--- src/rtl/ctrl_decode_stage.sv ---
// ctrl_decode_stage: RV32IM control decode registered into the ID/EX stage.
// Valid/ready handshake, flush, one-bubble load-use interlock and a
// saturating count of inserted bubbles.
module ctrl_decode_stage #(
    parameter int DATA_WIDTH    = 32,
    parameter int ALUCTRL_WIDTH = 5,
    parameter int BRANCH_WIDTH  = 5,
    parameter int CNT_WIDTH     = 32
) (
    input  logic                     clk,
    input  logic                     rst,
    input  logic                     flush,
    input  logic                     in_valid,
    output logic                     in_ready,
    input  logic [DATA_WIDTH-1:0]    instruction,
    input  logic [DATA_WIDTH-1:0]    pc_in,
    output logic                     out_valid,
    input  logic                     out_ready,
    output logic [DATA_WIDTH-1:0]    pc_out,
    output logic [4:0]               rd,
    output logic [4:0]               rs1,
    output logic [4:0]               rs2,
    output logic [ALUCTRL_WIDTH-1:0] alu_ctr,
    output logic [BRANCH_WIDTH-1:0]  branch_ctr,
    output logic                     is_branch,
    output logic [2:0]               imm_src,
    output logic [1:0]               op1_src,
    output logic                     op2_src,
    output logic                     mem_read,
    output logic                     mem_write,
    output logic                     reg_write,
    output logic [1:0]               wb_src,
    output logic                     illegal,
    output logic [CNT_WIDTH-1:0]     stall_count
);

    localparam logic [6:0] OP_R      = 7'b0110011;
    localparam logic [6:0] OP_IMM    = 7'b0010011;
    localparam logic [6:0] OP_LOAD   = 7'b0000011;
    localparam logic [6:0] OP_STORE  = 7'b0100011;
    localparam logic [6:0] OP_BRANCH = 7'b1100011;
    localparam logic [6:0] OP_JAL    = 7'b1101111;
    localparam logic [6:0] OP_JALR   = 7'b1100111;
    localparam logic [6:0] OP_LUI    = 7'b0110111;
    localparam logic [6:0] OP_AUIPC  = 7'b0010111;

    typedef struct packed {
        logic [DATA_WIDTH-1:0]    pc;
        logic [4:0]               rd;
        logic [4:0]               rs1;
        logic [4:0]               rs2;
        logic [ALUCTRL_WIDTH-1:0] alu_ctr;
        logic [BRANCH_WIDTH-1:0]  branch_ctr;
        logic                     is_branch;
        logic [2:0]               imm_src;
        logic [1:0]               op1_src;
        logic                     op2_src;
        logic                     mem_read;
        logic                     mem_write;
        logic                     reg_write;
        logic [1:0]               wb_src;
        logic                     illegal;
    } ctrl_t;

    ctrl_t      dec;
    ctrl_t      ctrl_q;
    logic [6:0] opcode;
    logic [2:0] funct3;
    logic       f7_0;
    logic       f7_5;
    logic       uses_rs1;
    logic       uses_rs2;
    logic       hz;
    logic       unused_bits;

    assign opcode = instruction[6:0];
    assign funct3 = instruction[14:12];
    assign f7_0   = instruction[25];
    assign f7_5   = instruction[30];

    // Only funct7 bits 0 and 5 matter for RV32IM ALU selection.
    assign unused_bits = ^{instruction[DATA_WIDTH-1:31], instruction[29:26]};

    // Combinational decode of the incoming instruction.
    always_comb begin
        dec        = '0;
        uses_rs1   = 1'b1;
        uses_rs2   = 1'b0;
        dec.pc     = pc_in;
        dec.rd     = instruction[11:7];
        dec.rs1    = instruction[19:15];
        dec.rs2    = instruction[24:20];
        case (opcode)
            OP_R: begin
                dec.alu_ctr   = ALUCTRL_WIDTH'({f7_0, f7_5, funct3});
                dec.reg_write = 1'b1;
                uses_rs2      = 1'b1;
            end
            OP_IMM: begin
                // Only shifts-right use funct7[5] (SRAI vs SRLI); others carry imm bits there.
                dec.alu_ctr   = ALUCTRL_WIDTH'({1'b0, (funct3 == 3'b101) & f7_5, funct3});
                dec.op2_src   = 1'b1;
                dec.reg_write = 1'b1;
            end
            OP_LOAD: begin
                dec.op2_src   = 1'b1;
                dec.mem_read  = 1'b1;
                dec.reg_write = 1'b1;
                dec.wb_src    = 2'd1;
            end
            OP_STORE: begin
                dec.imm_src   = 3'd1;
                dec.op2_src   = 1'b1;
                dec.mem_write = 1'b1;
                uses_rs2      = 1'b1;
            end
            OP_BRANCH: begin
                dec.alu_ctr    = ALUCTRL_WIDTH'(5'b01000);
                dec.branch_ctr = BRANCH_WIDTH'({2'b00, funct3});
                dec.is_branch  = 1'b1;
                dec.imm_src    = 3'd2;
                uses_rs2       = 1'b1;
            end
            OP_JAL: begin
                dec.branch_ctr = BRANCH_WIDTH'({2'b01, funct3});
                dec.imm_src    = 3'd4;
                dec.op1_src    = 2'd1;
                dec.op2_src    = 1'b1;
                dec.reg_write  = 1'b1;
                dec.wb_src     = 2'd2;
                uses_rs1       = 1'b0;
            end
            OP_JALR: begin
                dec.branch_ctr = BRANCH_WIDTH'({2'b10, funct3});
                dec.op2_src    = 1'b1;
                dec.reg_write  = 1'b1;
                dec.wb_src     = 2'd2;
            end
            OP_LUI: begin
                dec.imm_src   = 3'd3;
                dec.op1_src   = 2'd2;
                dec.op2_src   = 1'b1;
                dec.reg_write = 1'b1;
                uses_rs1      = 1'b0;
            end
            OP_AUIPC: begin
                dec.imm_src   = 3'd3;
                dec.op1_src   = 2'd1;
                dec.op2_src   = 1'b1;
                dec.reg_write = 1'b1;
                uses_rs1      = 1'b0;
            end
            default: dec.illegal = 1'b1;
        endcase
        if (dec.rd == 5'd0)
            dec.reg_write = 1'b0;
    end

    // Load in ID/EX whose destination is read by the instruction waiting in IF/ID.
    assign hz = out_valid & ctrl_q.mem_read & (ctrl_q.rd != 5'd0) & in_valid &
                ((uses_rs1 & (ctrl_q.rd == dec.rs1)) | (uses_rs2 & (ctrl_q.rd == dec.rs2)));

    assign in_ready = !rst & !flush & !hz & (!out_valid | out_ready);

    // ID/EX register: flush > bubble > accept > drain > hold.
    always_ff @(posedge clk or posedge rst) begin
        if (rst) begin
            out_valid   <= 1'b0;
            ctrl_q      <= '0;
            stall_count <= '0;
        end else if (flush) begin
            out_valid <= 1'b0;
            ctrl_q    <= '0;
        end else if (hz && out_ready) begin
            out_valid <= 1'b0;
            ctrl_q    <= '0;
            if (stall_count != '1)
                stall_count <= stall_count + 1'b1;
        end else if (in_valid && in_ready) begin
            out_valid <= 1'b1;
            ctrl_q    <= dec;
        end else if (out_valid && out_ready) begin
            out_valid <= 1'b0;
            ctrl_q    <= '0;
        end
    end

    assign pc_out     = ctrl_q.pc;
    assign rd         = ctrl_q.rd;
    assign rs1        = ctrl_q.rs1;
    assign rs2        = ctrl_q.rs2;
    assign alu_ctr    = ctrl_q.alu_ctr;
    assign branch_ctr = ctrl_q.branch_ctr;
    assign is_branch  = ctrl_q.is_branch;
    assign imm_src    = ctrl_q.imm_src;
    assign op1_src    = ctrl_q.op1_src;
    assign op2_src    = ctrl_q.op2_src;
    assign mem_read   = ctrl_q.mem_read;
    assign mem_write  = ctrl_q.mem_write;
    assign reg_write  = ctrl_q.reg_write;
    assign wb_src     = ctrl_q.wb_src;
    assign illegal    = ctrl_q.illegal;

endmodule

--- config.mk ---
export PLATFORM = sky130hd
export DESIGN_NAME = ctrl_decode_stage
export DESIGN_NICKNAME = d
export VERILOG_FILES = /design/src/rtl/ctrl_decode_stage.sv
export SDC_FILE = /design/constraint.sdc
export NUM_CORES = 1
export LEC_CHECK = 0
export CORE_UTILIZATION = 30
export DETAILED_ROUTE_END_ITERATION = 6
export PLACE_DENSITY = 0.62
export SKIP_CTS_REPAIR_TIMING = 1
export SKIP_LAST_GASP = 1
export SYNTH_ARGS = -nofsm -noshare
export SYNTH_HDL_FRONTEND = slang
export SYNTH_SLANG_ARGS = --single-unit
--- constraint.sdc ---
create_clock -name clk -period 4.02 [get_ports clk]
set_clock_uncertainty 0.15 [all_clocks]
set_input_delay 0.804 -clock clk [delete_from_list [all_inputs] [get_ports clk]]
set_output_delay 0.804 -clock clk [all_outputs]
set_load 0.03 [all_outputs]
Yosys cells after proc, flatten, opt, wreduce, memory -nomap -nowiden:

Cells that the tools add are included.

* flip-flop bits (word level): 103
* input bits: 69
* output and inout port bits: 104

* $add $sub $neg: 1
* equality and inequality tests: 13
* multiplexer cells: 22
* bitwise logic cells: 13
* reductions and logical operators: 19

Operators by type and width (count)
* two-way mux 70 bit: 4
* adder 32 x 1 -> 32 bit (second input constant): 1
* != test 32 bit (second input constant): 1
* case mux 5 bit (3 select lines): 2
* equality test 7 x 6 -> 1 bit (second input constant): 3
* equality test 7 bit (second input constant): 3
* equality test 7 x 5 -> 1 bit (second input constant): 2
* OR reduction 7 bit: 2
* two-way mux 1 bit: 13
* case mux 3 bit (4 select lines): 1
* AND 1 bit: 10
* equality test 5 bit: 2
* OR reduction 9 bit: 1
* case mux 2 bit (2 select lines): 2
* equality test 7 x 2 -> 1 bit (second input constant): 1
* OR reduction 2 bit: 3
* OR reduction 3 bit: 2
* logical NOT 5 bit: 1
* nonzero test 5 bit: 1
* logical NOT 1 bit: 4
* nonzero test 4 bit: 1
* equality test 3 bit (second input constant): 1
* logical AND 1 bit: 3
* AND reduction 3 bit: 1
* 2 further kinds: 3

Depth between registers and ports, before layout:

* word-level depth: 13
* depth in mapped cells: 10
* mapped depth without buffers: 7

Least setup slack after synthesis:

Ideal clock, no wire load.

* path kind: input port to output port
* start point: input port instruction[5]
* end point: output port in_ready
* arrival time: 2.031 ns
* data required time: 3.066 ns
* path slack: 1.035 ns
* stages: 7
* cell sequence: buf_2 and3b_1 clkbuf_1 a22o_1 a211oi_1 nor2_1 o21a_1

* longest elaborated chain between the ends: 9

RTL lines
* start: declaration: line 15 `input logic [DATA_WIDTH-1:0] instruction,`
* equality test 7 x 5 -> 1 bit (tied with other cells): line 93 `case (opcode)`
* OR reduction 3 bit (no line)
* two-way mux 1 bit: line 93
* AND 1 bit: line 161 `((uses_rs1 & (ctrl_q.rd == dec.rs1)) | (uses_rs2 & (ctrl_q.rd == dec.rs2)));`
* bitwise OR 1 bit (*): line 161
* AND 1 bit (*): line 160 `assign hz = out_valid & ctrl_q.mem_read & (ctrl_q.rd != 5'd0) & in_valid &`
* logical NOT 1 bit (*): line 163 `assign in_ready = !rst & !flush & !hz & (!out_valid | out_ready);`
* AND 1 bit (*) (2 in series): line 163
* end: declaration: line 14 `output logic in_ready,`

Every way passes the cells marked *; elsewhere a longest branch is shown, timed or not.

Final worst setup path:

* start point: input port instruction[1]
* end point: output port in_ready

The elaborated chain is that of the path after synthesis.

==> results.toml <==
[status]
status = "finished, final reports clean"

[timing]
rsz0062_at_grt = "false"
hold_viol = 0
max_freq_mhz = 255
tns_ns = 0
period_minus_slack_ns = 3.93
tightestPinTransition_ns = 0.907
slew_headroom_pct = 39.5
setup_violations = 0
fin_crit_sh_pct = 97.7
slew_violations = 0

[routing]
vias = 4225
route.detailed.drc = 0
drtAntennaViolNets = 0
drtPass1Iterations = 4
first_iter_violations = 118
vias_per_cell = 4.66
routedWlPerCell_um = 15.4
routed_wl_mm = 14.0

[logic_synthesis]
ys_types = 49
synth_top_cell_by_area = "dfrtp_1"
synthArstFlopShare_pct = 100
ys_ff_latch = 103
syn_area_per_cell_um2 = 10.2
synthCells = 514
seq_area_frac_synth_pct = 49.3
synth_area_um2 = 5230
syn-num-nets = 584
synth_top_area_share_pct = 49.3
ys.flop_type = "dfrtp_1"
synth_area_leaders = "dfrtp_1, mux2i_1, nand2_1"
yosys_warnings = 0
synth_edf_count = 0

[power]
cellPowerDensity_nw_per_um2 = 319
power_mw = 2.40
p_leak_nw = 3.74
vdd_drop_max_mv = 0.179

[floorplanning]
dieArea_um2 = 18000
rows = 47
core_area_um2 = 16800
start_util_pct = 31.1
dieWidth_um = 134
die_h_um = 134
pin_count = 173

[place]
place_inst = 890
gp_congestion = 0.856
dp_hpwl_mm = 10.3
io_buffers = 167

[clock_tree]
cts-htree-levels = 3
cts_tree = "yes"
clock_latency_ns = 0.34
cts-buffers-inserted = 9
clkSlewWorstSetupHoldPaths_ns = 0.07
clock_sinks = 103
clockRootBuffer = "clkbuf_16"
cts.path.max_buffers = 2

[global_route]
grt_max_degree = 71
grt_pass1_vias = 4473
antenna_found_initial = 0
grt_overflow = 0
grt_pass1_wl_mm = 23.1
grt_use_total_pct = 16.3

[setup_path]
cp.arrival_ns = 2.97
cp_data_required_time_ns = 3.07
end_kind = "primary output"
crit_type = "in2out"
critPathLaunchType = "input port"
crit_fanout = 3

[layout]
utilization_pct = 44.8
layout_commonest_cell = "clkdlybuf4s50_1"
final_cell_count_no_fill = 906
n_antenna_cell = 0
drive_above_1_share_pct = 8.16
synthToLayoutAreaGrowth_pct = 44.0
nets = 751
layout_common_cells = "clkdlybuf4s50_1, dfrtp_1, nand2_1"

[worst_hold_path]
hold_path_class = "reg2reg"

[job]
maxCapViolCount = 0
==> registers in the layout, summed over array words and instances, names as in the netlist <==
register / cells
illegal: 1
reg_write: 1
rs1: 5
mem_write: 1
wb_src: 2
op2_src: 1
imm_src: 3
branch_ctr: 5
rd: 5
out_valid: 1
stall_count: 32
is_branch: 1
rs2: 5
mem_read: 1
op1_src: 2
pc_out: 32
alu_ctr: 5
==> cells by family (layout without fill, tap and decap cells) <==
logic type               count (synthesis)  count (layout)  share of synthesized area, %
flip-flops                             103             103                          49.3
AO/OA/AOI/OAI                           22              22                          3.18
AND/OR/NAND/NOR                        194             194                          19.7
adder cells (fa/ha/maj)                  1               1                         0.239
multiplexers                            71              71                          13.6
buffers and inverters                   82             254                          7.04
XOR/XNOR                                41              41                          6.87
==> layer usage <==
metal	track usage, %	vias to the layer above	wire length [um]
met5	0	-	0
met4	6.82	0	319
met3	3.06	19	637
met2	27.4	120	6780
met1	20.5	2055	6240
li1	-	2031	-
==> power by group <==
group / switching, mW / internal [mW]
sequential: 0.0189 / 1.06
combinational: 0.176 / 0.150
clock: 0.392 / 0.598
==> critical path: stages <==
cell	delay [ns]
clkdlybuf4s50_1	0.50
nand2_1	0.08
or3_1	0.36
nor4_2	0.32
nor2_1	0.11
o21a_1	0.20
clkdlybuf4s50_1	0.59
==> cell usage after synthesis (all sizes together), types with 2 or more instances <==
master / instances
and4: 2
buf: 17
inv: 54
nand3: 14
or4: 5
a21o: 2
clkbuf: 11
nand2: 98
a21oi: 4
nor2: 12
nand2b: 3
and3: 3
nor4: 17
or2: 3
o21ai: 3
and3b: 2
o211ai: 3
mux2i: 70
nor3b: 2
nor2b: 3
or3: 6
and2: 2
xnor2: 15
nand3b: 2
nor3: 13
dfrtp: 103
xor2: 26
nand4: 5
==> worst paths after layout <==
path,start,slack (ns),cells after the start,to
setup / recovery,instruction[1],0.09,7,in_ready
hold / removal,stall_count[24],0.34,1,stall_count[24]
setup reg to reg,stall_count[0],0.99,7,stall_count[1]
hold reg to reg,stall_count[24],0.34,1,stall_count[24]
max in group asynchronous,rst,2.00,3,pc_out[13]
min in group asynchronous,rst,0.91,2,op1_src[1]
==> through the flow <==
step | hold WS [ns] | setup WS (ns) | area (um^2)
floorplan | 0.509 | 0.362 | 5230
global placement | 0.326 | 0.0423 | 7180
detailed placement | 0.337 | 0.0120 | 7180
CTS | 0.349 | -0.0117 | 7520
global route | 0.364 | 0.00854 | 7530
finish | 0.341 | 0.0932 | 7530
==> area by class of cell <==
class / count / area, um^2
clock buffer: 12 / 267
clock inverter: 4 / 76.3
fill: 1626 / 9290
inverter: 54 / 205
multi-input combinational: 329 / 2300
sequential: 103 / 2580
tap: 220 / 275
timing repair buffer: 184 / 1820
(Power assumes the default switching activity.)
==> RTL change 1, RTL diff (config.mk and constraints unchanged) <==
Make the reset (`rst`) synchronous in one clocked block.
--- a/src/rtl/ctrl_decode_stage.sv
+++ b/src/rtl/ctrl_decode_stage.sv
@@ -165,3 +165,3 @@
     // ID/EX register: flush > bubble > accept > drain > hold.
-    always_ff @(posedge clk or posedge rst) begin
+    always_ff @(posedge clk) begin
         if (rst) begin
Function: differs if rst is asserted again (counterexample within 4 cycles, from zero or initial values and one cycle with rst high); with rst held inactive, the same outputs for 4 cycles.
==> RTL change 1 against the original RTL <==
  * Setup slack gained 0.33 ns
  * Cell area is 15% lower
  * Power down 8.9%
  * Largest power group unchanged
  * Fmax increased by 9.1%
  * Worst hold slack got worse by 0.035 ns
  * Count of clock-buffer cells in the layout down 2
  * Highest routed layer unchanged
  * Wire length decreased by 4.5%
  * Area after synthesis is 18% lower
  * Sequential cell count did not move
==> RTL change 1: results (changes against the original RTL) <==
stage;metric;value;unit;change
cts;CTS buffer count;9;;unchanged
layout;layout cells sized above 1;5.43;%;-2.7 points
placement;Placer Congestion;0.832;;-2.7%
placement;HPWL after DPL;9530;µm;-7.0%
worst_hold_path;hold crit path type;reg2reg;;
global_routing;first-pass GRT wire length;20600;µm;-11%
cts;Root Buffer;clkbuf_16;;
layout;# diodes;0;;unchanged
worst_setup_path;Max stage delay on crit path;0.53;ns;-0.06 ns
cts;Skew-Pair Late Insertion Delay;0.35;ns;
worst_setup_path;Worst EP arrival;2.64;ns;-0.33 ns
worst_hold_path;Hold EP;wb_src[0];;
route;via count;4237;;+0.28%
cts;H-Tree Depth;3;;unchanged
worst_setup_path;Crit Path Max Fanout;7;;+4
timing;Rel. slew slack;54.7;%;+15 points
yosys;syn_nets;521;;-11%
yosys;register area share after synthesis;48.1;%;-1.2 points
pwr;leakage power;0.00216;µW;-42%
yosys;FFs w/ async S/R, synth;0;%;-100 points
route;drt pass-1 iters;4;;unchanged
cts;clk buf depth;2;;unchanged
global_routing;initial antenna violation count;0;;unchanged
worst_setup_path;R2R Setup Slk;1.17;ns;+0.18 ns
global_routing;Total GRT Usage;18.1;%;+1.8 points
yosys;ranking of synthesized cells by area;dfxtp_1 (48%), a32o_1 (12%), a21oi_1 (4.4%), or3_1 (3.8%), o21ai_0 (3.6%);;
layout;Final nets;674;;-10%
run_status;status;complete, no violations;;
route;Avg WL per Cell;16.9;µm;+9.8%
worst_setup_path;reg2reg start;rd[4];;
route;met1 WL;6110;µm;-2.1%
worst_setup_path;r2r endpoint;imm_src[1];;
route;drt initial violations;316;;+170%
global_routing;largest net degree at the start of global routing;56;;-21%
route;met2 WL;6200;µm;-8.5%
yosys;Synth top cells by count;dfxtp_1 (103), a32o_1 (51), a21oi_1 (38), o21ai_0 (31), clkbuf_1 (30);;
route;met3 routed WL;660;µm;+3.6%
layout;# fillers;1335;;-18%
pwr;Max rail drop VDD;0.178;mV;-0.87%
yosys;Synth cell types;49;;unchanged
global_routing;vias in the first global route;3983;;-11%
placement;IO buf count;167;;unchanged
worst_hold_path;hold depth;2;;+1
worst_hold_path;hold_sp;wb_src[0];;
worst_setup_path;slowest CP cell;clkdlybuf4s50_1;;
route;Max Used Layer;met4;;
placement;worst slack, placed;0.372;ns;+0.360 ns
cts;clock slew at reported path FFs;0.06;ns;
==> RTL change 1: cell types whose count changed after synthesis, moves of 47 or more <==
cell	delta
a32o_1	+51
mux2i_1	-69
dfrtp_1	-103
nand2_1	-80
inv_1	-47
dfxtp_1	+103
==> RTL change 1: routing by layer <==
layer | vias to the layer above | GRT usage [%]
li1 | 2050 | -
met1 | 2052 | 23.7
met2 | 111 | 28.1
met3 | 24 | 3.43
met4 | 0 | 9.49
met5 | - | 0
==> RTL change 1: per-stage QoR <==
stage / cells / hold WS [ns] / cell area (µm²) / util (%) / total power (µW)
2_1_floorplan: 451 / 0.430 / 4290 / - / 1230
3_3_place_gp: 773 / 0.292 / 6150 / 44.3 / 1390
3_5_place_dp: 773 / 0.299 / 6150 / 44.3 / 1390
4_1_cts: 788 / 0.309 / 6430 / 46.3 / 2210
5_1_grt: 788 / 0.326 / 6430 / 46.3 / 2280
6_report: 788 / 0.306 / 6430 / 46.3 / 2180
==> RTL change 1: cell families after synthesis <==
kind of cell	Yosys count	synth area share, %
AO/OA/AOI/OAI	148	26.0
AND/OR/NAND/NOR	145	19.1
flip-flops	103	48.1
buffers and inverters	40	3.53
XOR/XNOR	12	2.45
multiplexers	2	0.496
adder cells (fa/ha/maj)	1	0.292
==> RTL change 1: how the worst max path moves through the flow <==
stage / start / to / slack [ns] / cells past startpoint
final: instruction[3] / in_ready / 0.42 / 6
after global routing: instruction[4] / in_ready / 0.29 / 6
after CTS: instruction[4] / in_ready / 0.45 / 6
after detailed placement: instruction[20] / stall_count[14] / 0.37 / 8
after global placement: instruction[20] / stall_count[14] / 0.39 / 8
after floorplan: instruction[20] / stall_count[26] / 1.11 / 6
==> RTL change 1: where the power goes <==
group | internal [µW] | switching [µW]
Combinational | 141 | 159
Clock | 433 | 385
Sequential | 1050 | 18.1
==> RTL change 1: area by class of cell <==
class	count	area, µm²	share of cell area (%)
clock buffer	10	239	3.72
clock inverter	5	33.8	0.526
inverter	7	26.3	0.409
multi-input combinational	308	2100	32.7
sequential	103	2060	32.1
tap	180	225	3.50
timing repair buffer	175	1740	27.1
==> RTL change 1: worst max-delay path, delay by kind of cell <==
| family | cells | cell delay (ns) |
|---|---|---|
| AOI/OAI and AO/OA | 1 | 0.32 |
| and+or+nand+nor | 3 | 0.83 |
| buffers and inverters | 2 | 0.68 |
==> RTL change 2, RTL diff (same flow settings) <==
Without the edit above. Set the parameter `CNT_WIDTH` to 16 (it was 32).
--- a/src/rtl/ctrl_decode_stage.sv
+++ b/src/rtl/ctrl_decode_stage.sv
@@ -7,3 +7,3 @@
     parameter int BRANCH_WIDTH  = 5,
-    parameter int CNT_WIDTH     = 32
+    parameter int CNT_WIDTH     = 16
 ) (
Ports: changed (resized stall_count); port bits go from 173 to 157. The function was not compared with the original's and may differ.
==> RTL change 2 against the original RTL <==
  * Register-to-register slack improved by 0.06 ns
  * Area after synthesis decreased by 19%
  * Sequential cell count decreased by 16
  * Wire length decreased by 21%
  * Non-clock buffer count decreased by 25
  * Worst hold slack improved by 0.011 ns
  * Power decreased by 16%
  * Setup slack improved by 0.11 ns
  * Cell area decreased by 18%
  * Utilization increased by 0.10 points
  * Highest routed layer unchanged
==> RTL change 2: results (changes against the original RTL) <==
stage;metric;value;unit;change
run_status;status;complete, no violations;;
placement;worst slack, placed;0.205;ns;+0.193 ns
worst_setup_path;Max stage delay on crit path;0.43;ns;-0.16 ns
layout;Largest register FFs;32;;
global_routing;first-pass GRT wire length;17800;µm;-23%
route;drt pass-1 iters;4;;unchanged
global_routing;vias in the first global route;3441;;-23%
yosys;register area share after synthesis;51.2;%;+1.9 points
placement;HPWL after DPL;7700;µm;-25%
cts;Clock Sinks;87;;-16%
pwr;Sw Share;25.6;%;+1.2 points
layout;layout cells sized above 1;4.66;%;-3.5 points
cts;Root Buffer;clkbuf_16;;
route;via/cell ratio;4.55;;-2.3%
global_routing;largest net degree at the start of global routing;72;;+1.4%
worst_setup_path;slowest CP cell;clkdlybuf4s50_1;;
layout;# fillers;1317;;-19%
timing;Rel. slew slack;50.6;%;+11 points
route;met3 routed WL;607;µm;-4.7%
pwr;Combinational Power;307;µW;-6.1%
route;Avg WL per Cell;14.6;µm;-5.4%
layout;area of the multi-input gates;1750;µm²;-24%
global_routing;Total GRT Usage;15.9;%;-0.43 points
cts;Skew-Pair Late Insertion Delay;0.34;ns;about the same
cts;clk buf depth;2;;unchanged
worst_hold_path;hold crit path type;reg2reg;;
yosys;FFs w/ async S/R, synth;100;%;unchanged
cts;clock slew at reported path FFs;0.06;ns;
pwr;Clk network pwr share;38.8;%;-2.5 points
worst_setup_path;delay-heaviest family, CP;simple AND/OR/NAND/NOR gates;;
layout;Final nets;646;;-14%
pwr;leakage power;0.00312;µW;-16%
yosys;Synth top cells by count;nand2_1 (94), dfrtp_1 (87), mux2i_1 (70), inv_1 (54), xnor2_1 (22);;
yosys;main flop type after synthesis;dfrtp_1;;
global_routing;total grt overflow;0;;unchanged
yosys;syn_nets;497;;-15%
route;drt initial violations;100;;-15%
cts;H-Tree Depth;3;;unchanged
worst_setup_path;Worst EP arrival;2.86;ns;-0.11 ns
global_routing;initial antenna violation count;0;;unchanged
placement;IO buf count;151;;-9.6%
placement;Cell Area, Placed;5940;µm²;-17%
yosys;ranking of synthesized cells by area;dfrtp_1 (51%), mux2i_1 (16%), nand2_1 (8.3%), inv_1 (4.8%), xnor2_1 (4.5%);;
route;met2 WL;5300;µm;-22%
route;Max Used Layer;met4;;
layout;# diodes;0;;unchanged
yosys;Synthesis Warnings;0;;unchanged
yosys;Synth cell types;34;;-31%
route;met1 WL;4950;µm;-21%
pwr;Max rail drop VDD;0.193;mV;+7.7%
cts;CTS buffer count;9;;unchanged
placement;Placer Congestion;0.830;;-3.0%
worst_setup_path;Crit Path Max Fanout;7;;+4
[RTL change 2: cell types whose count changed after synthesis, moves of 4 or more]
cell     change
buf_2        -6
buf_4        -7
buf_6        +4
dfrtp_1     -16
nand2_1      -4
nand4_1      +6
nor3_1       -7
nor4_2      -11
or3_1        -6
xnor2_1      +7
xor2_1      -23
[RTL change 2: kinds of logic after synthesis]
| family | Yosys count | synth area share (%) |
|---|---|---|
| AO/OA/AOI/OAI | 11 | 1.85 |
| multiplexers | 71 | 16.8 |
| buffers and inverters | 75 | 7.98 |
| flip-flops | 87 | 51.2 |
| adder cells (fa/ha/maj) | 1 | 0.294 |
| AND/OR/NAND/NOR | 157 | 16.8 |
| XOR/XNOR | 25 | 5.15 |
[RTL change 2: final timing paths]
check,startpoint,depth (start not counted),slack (ns),to
min reg2reg,stall_count[12],1,0.35,stall_count[12]
min in group asynchronous,rst,3,0.78,stall_count[6]
max,instruction[4],7,0.21,in_ready
max in group asynchronous,rst,4,1.82,pc_out[17]
max reg2reg,rd[0],8,1.05,pc_out[20]
min,stall_count[12],1,0.35,stall_count[12]
[RTL change 2: final cells by class]
class	count	share of cell area [%]
clock buffer	13	4.20
timing repair buffer	159	25.5
clock inverter	1	0.0807
sequential	87	35.1
multi-input combinational	265	28.2
inverter	54	3.29
tap	180	3.63
[RTL change 2: per-layer routing]
layer	vias up	global-route usage, %
li1	1673	-
met1	1683	20.0
met2	89	26.0
met3	12	3.52
met4	0	6.87
met5	-	0
[RTL change 2: through the flow]
| stage | power [µW] | instances |
|---|---|---|
| final | 2010 | 759 |
| after floorplan | 1100 | 427 |
| after global routing | 2100 | 759 |
| after detailed placement | 1250 | 745 |
| after global placement | 1240 | 745 |
| after CTS | 2040 | 759 |
